--- src/rtl/cordic_sum_sequencer.sv ---
// cordic_sum_sequencer: sequences a shared CORDIC unit and FP32 adder to form f(dataa) + datab.
// Optional wait-state timeout is enabled by defining CSEQ_TIMEOUT_EN.
module cordic_sum_sequencer #(
    parameter int TIMEOUT_CYCLES = 1024,
    parameter int TO_W           = 11
) (
    input  logic        clk,
    input  logic        reset,
    input  logic        start,
    input  logic [31:0] dataa,
    input  logic [31:0] datab,
    output logic [31:0] result,
    output logic        done,
    output logic        busy,
    output logic        err_overrun,
    output logic        err_timeout,
    output logic        cordic_start,
    output logic [31:0] cordic_data,
    input  logic [31:0] cordic_result,
    input  logic        cordic_done,
    output logic        adder_enable,
    output logic [31:0] adder_dataa,
    output logic [31:0] adder_datab,
    input  logic [31:0] adder_result,
    input  logic        adder_done
);
    typedef enum logic [2:0] {IDLE, C_REQ, C_WAIT, A_WAIT, FIN} state_t;
    state_t      state_q;
    logic [31:0] result_q;
    logic        done_q;
    logic        busy_q;
    logic        err_overrun_q;
    logic        cordic_start_q;
    logic [31:0] cordic_data_q;
    logic        adder_enable_q;
    logic [31:0] adder_dataa_q;
    logic [31:0] adder_datab_q;
    if (2 ** TO_W <= TIMEOUT_CYCLES) begin : g_to_w_check
        $error("TO_W too narrow to hold TIMEOUT_CYCLES");
    end
`ifdef CSEQ_TIMEOUT_EN
    localparam logic [TO_W-1:0] TO_LIMIT = TO_W'(TIMEOUT_CYCLES);
    logic [TO_W-1:0] to_cnt_q;
    logic            err_timeout_q;
    assign err_timeout = err_timeout_q;
`else
    assign err_timeout = 1'b0;
`endif
    assign result       = result_q;
    assign done         = done_q;
    assign busy         = busy_q;
    assign err_overrun  = err_overrun_q;
    assign cordic_start = cordic_start_q;
    assign cordic_data  = cordic_data_q;
    assign adder_enable = adder_enable_q;
    assign adder_dataa  = adder_dataa_q;
    assign adder_datab  = adder_datab_q;
    // Request FSM; every output is a register updated on the transition into its state.
    always_ff @(posedge clk) begin
        if (reset) begin
            state_q        <= IDLE;
            result_q       <= '0;
            done_q         <= 1'b0;
            busy_q         <= 1'b0;
            err_overrun_q  <= 1'b0;
            cordic_start_q <= 1'b0;
            cordic_data_q  <= '0;
            adder_enable_q <= 1'b0;
            adder_dataa_q  <= '0;
            adder_datab_q  <= '0;
`ifdef CSEQ_TIMEOUT_EN
            to_cnt_q       <= '0;
            err_timeout_q  <= 1'b0;
`endif
        end else begin
            cordic_start_q <= 1'b0;
            done_q         <= 1'b0;
            if (start && state_q != IDLE) err_overrun_q <= 1'b1;
            case (state_q)
                IDLE: begin
                    if (start) begin
                        cordic_data_q  <= dataa;
                        adder_datab_q  <= datab;
                        cordic_start_q <= 1'b1;
                        busy_q         <= 1'b1;
                        state_q        <= C_REQ;
                    end
                end
                C_REQ: begin
`ifdef CSEQ_TIMEOUT_EN
                    to_cnt_q <= '0;
`endif
                    state_q <= C_WAIT;
                end
                C_WAIT: begin
                    if (cordic_done) begin
                        adder_dataa_q  <= cordic_result;
                        adder_enable_q <= 1'b1;
                        state_q        <= A_WAIT;
`ifdef CSEQ_TIMEOUT_EN
                        to_cnt_q       <= '0;
                    end else if (to_cnt_q == TO_LIMIT) begin
                        result_q       <= 32'h7FC0_0000;
                        err_timeout_q  <= 1'b1;
                        done_q         <= 1'b1;
                        state_q        <= FIN;
                    end else begin
                        to_cnt_q       <= to_cnt_q + 1'b1;
`endif
                    end
                end
                A_WAIT: begin
                    if (adder_done) begin
                        result_q       <= adder_result;
                        adder_enable_q <= 1'b0;
                        done_q         <= 1'b1;
                        state_q        <= FIN;
`ifdef CSEQ_TIMEOUT_EN
                    end else if (to_cnt_q == TO_LIMIT) begin
                        result_q       <= 32'h7FC0_0000;
                        err_timeout_q  <= 1'b1;
                        adder_enable_q <= 1'b0;
                        done_q         <= 1'b1;
                        state_q        <= FIN;
                    end else begin
                        to_cnt_q       <= to_cnt_q + 1'b1;
`endif
                    end
                end
                FIN: begin
                    busy_q  <= 1'b0;
                    state_q <= IDLE;
                end
                default: state_q <= IDLE;
            endcase
        end
    end
endmodule

--- config.mk ---
export PLATFORM = sky130hd
export DESIGN_NAME = cordic_sum_sequencer
export DESIGN_NICKNAME = d
export VERILOG_FILES = /design/src/rtl/cordic_sum_sequencer.sv
export SDC_FILE = /design/constraint.sdc
export NUM_CORES = 1
export LEC_CHECK = 0
export BUFFER_PORTS_ARGS = -buffer_cell sky130_fd_sc_hd__buf_2
export CAP_MARGIN = 15
export CELL_PAD_IN_SITES_DETAIL_PLACEMENT = 1
export CELL_PAD_IN_SITES_GLOBAL_PLACEMENT = 1
export CORE_UTILIZATION = 30
export DETAILED_ROUTE_END_ITERATION = 7
export PLACE_DENSITY_LB_ADDON = 0.1
export SYNTH_ARGS = -nofsm -noshare
export SYNTH_HDL_FRONTEND = slang
export SYNTH_SLANG_ARGS = --single-unit
--- constraint.sdc ---
create_clock -name clk -period 1.8 [get_ports clk]
set_clock_uncertainty 0.1 [all_clocks]
set_input_delay 0.18 -clock clk [delete_from_list [all_inputs] [get_ports clk]]
set_output_delay 0.18 -clock clk [all_outputs]
set_load 0.05 [all_outputs]
==> metrics.cfg <==
[setup_path]
rr_startpoint=state_q[1]
arrival_ns=1.81
path_class=flip-flop to flip-flop
start_kind=flip-flop
crit_start=state_q[1]
cp_max_fo=54
cp.required_ns=2.00
endpoint_kind=flip-flop

[clock_tree]
clk_pin_slew_ns=0.06
cts_sinks=136
cts_resized=0
worstSkewPairLatency_ns=0.41
holdBufCountCts=129
root_buffer=clkbuf_16
numCtsBuffers=17
cts_tree=done
cts_setup_buffers=0
htree_levels=4
cts_max_path_buffers=2

[die]
dieArea_mm2=0.0163
core_mm2=0.0153
start_util_pct=30.9
num_rows=45
die_h_um=128
num_io_pins=267
die_w_um=128

[global_routing]
grt_max_degree=65
grt_pass1_vias=5841
globalRoute.totalOverflow=0
grt_pass1_wl_um=28300
antenna_found_initial=2
grt_usage_pct=22.3

[layout]
antenna_cells=0
drive_above_1_share_pct=31.8
area_delta_synth_final_pct=75.0
final_cell_mix=buf_2, nand2_1, dfxtp_1
nets=1104
final_common_cell=buf_2
final_core_util_pct=54.2

[outcome]
status=finished, final reports clean

[min_path]
holdCritPathClass=primary input to flip-flop
min-delay-start=adder_done

[pwr]
internal_power_w=0.00649
power_density_mw_per_mm2=1080
pwr-share-clk_pct=46.6
irDropWorstVdd_uv=584
netSwitchingFraction_pct=27.2
p_comb_share_pct=17.1
p_leak_nw=3.76
switching_power_w=0.00243
pwr-share-seq_pct=36.4

[timing]
hold_viol_final=0
setup_viol=0
grt_setup_unrepaired=no
fmax_mhz=622
whs_ns=0.0377
finalCritPeriodShare_pct=89.3
fin_tns_setup_ns=0
drv_slew=0
period_minus_slack_ns=1.61

[drt]
drt_wl_total_um=18200
dr.pass1.iters=4
drt-wirelength-per-cell_um=15.3
viasPerCell=4.57
drt-initial-drc-count=157
route.detailed.drc=0
antenna_left=0
via_count=5467

[synthesis]
synth_cells=593
ys_types=21
netlist_area_mm2=0.00474
synth-seq-area-share_pct=57.4
syn-num-nets=726
syn_area_per_cell_um2=7.99
yosys_register_bits=136
yosys_warnings=0

[placed_design]
globalplace.congestion=0.723
port_buffers=265
hpwlAfterDp_um=11100

[run]
drv_cap=0

-- power groups by stage --
| stage | logic, W | clock network (W) | registers, W |
|---|---|---|---|
| finish | 0.00152 | 0.00415 | 0.00325 |
| global placement | 0.00127 | 0 | 0.00330 |
| floorplan | 0.000382 | 0 | 0.00380 |
| global route | 0.00162 | 0.00437 | 0.00327 |
| CTS | 0.00152 | 0.00424 | 0.00325 |
| detailed placement | 0.00129 | 0 | 0.00331 |
-- worst max-delay path, cell delays in order (launching register included) --
cell and delay, ns:
dfxtp_1 0.40, or4b_4 0.57, buf_12 0.21, nand2_1 0.11
a21oi_1 0.08
-- cell type report --
class,count,area (um2)
clock inverters,14,269
multi-input cells,409,1780
well taps,211,264
clock buffers,18,439
flip-flops and latches,136,2720
repair buffers,407,2820
fillers,1896,7020
-- stage by stage --
| stage | cell area [um2] | setup slack [ns] | total power (W) | cells |
|---|---|---|---|---|
| final | 8290 | 0.192 | 0.00892 | 1195 |
| after global routing | 8290 | 0.0629 | 0.00925 | 1195 |
| after CTS | 8290 | 0.176 | 0.00901 | 1195 |
| after detailed placement | 6290 | 0.209 | 0.00460 | 1034 |
| after global placement | 6290 | 0.276 | 0.00457 | 1034 |
| after floorplan | 4740 | 0.235 | 0.00418 | 593 |
-- cells by family after synthesis --
| group | Yosys count | share of synthesized area, % |
|---|---|---|
| AND/OR/NAND/NOR | 275 | 22.9 |
| flip-flops | 136 | 57.4 |
| AO/OA/AOI/OAI | 133 | 14.1 |
| buffers and inverters | 48 | 5.41 |
| other | 1 | 0.0791 |
-- registers in the layout, summed over array words and instances, names as in the netlist --
register,cells
busy,1
err_overrun,1
state_q,3
adder_datab,32
adder_enable,1
adder_dataa,32
done,1
cordic_start,1
result,32
cordic_data,32
-- Yosys cell counts --
| cell | number | area [um2] |
|---|---|---|
| conb_1 | 1 | 3.75 |
| o21ai_0 | 1 | 5.00 |
| a211oi_1 | 2 | 15.0 |
| nor4bb_1 | 1 | 10.0 |
| and3_1 | 1 | 6.26 |
| nor2_1 | 6 | 22.5 |
| nor3_1 | 1 | 5.00 |
| or4b_4 | 1 | 13.8 |
| nor4b_1 | 1 | 8.76 |
| dfxtp_1 | 136 | 2720 |
| nand2_1 | 257 | 965 |
| clkbuf_1 | 24 | 90.1 |
| nand4bb_1 | 1 | 11.3 |
| nand4b_1 | 1 | 8.76 |
| buf_2 | 16 | 80.1 |
| a21oi_1 | 130 | 651 |
| and4b_1 | 1 | 10.0 |
| buf_4 | 1 | 7.51 |
| buf_6 | 7 | 78.8 |
| nor4_1 | 2 | 12.5 |
| nor2b_1 | 2 | 12.5 |
-- layer usage --
metal | vias to the layer above | GRT usage [%] | wire (um)
met5 | - | 0 | 23
met2 | 181 | 42.0 | 9420
met3 | 45 | 6.47 | 1110
met1 | 2574 | 22.5 | 7130
met4 | 4 | 10.8 | 553
li1 | 2663 | - | -
-- worst paths after layout --
path,end,slack (ns),cells past startpoint
worst max-delay path,adder_datab[26],0.19,4
worst min-delay path,state_q[1],0.04,3
worst max register to register,adder_datab[26],0.19,4
worst min register to register,adder_datab[28],0.35,2
Note: power is estimated with default switching activity, not from simulation.
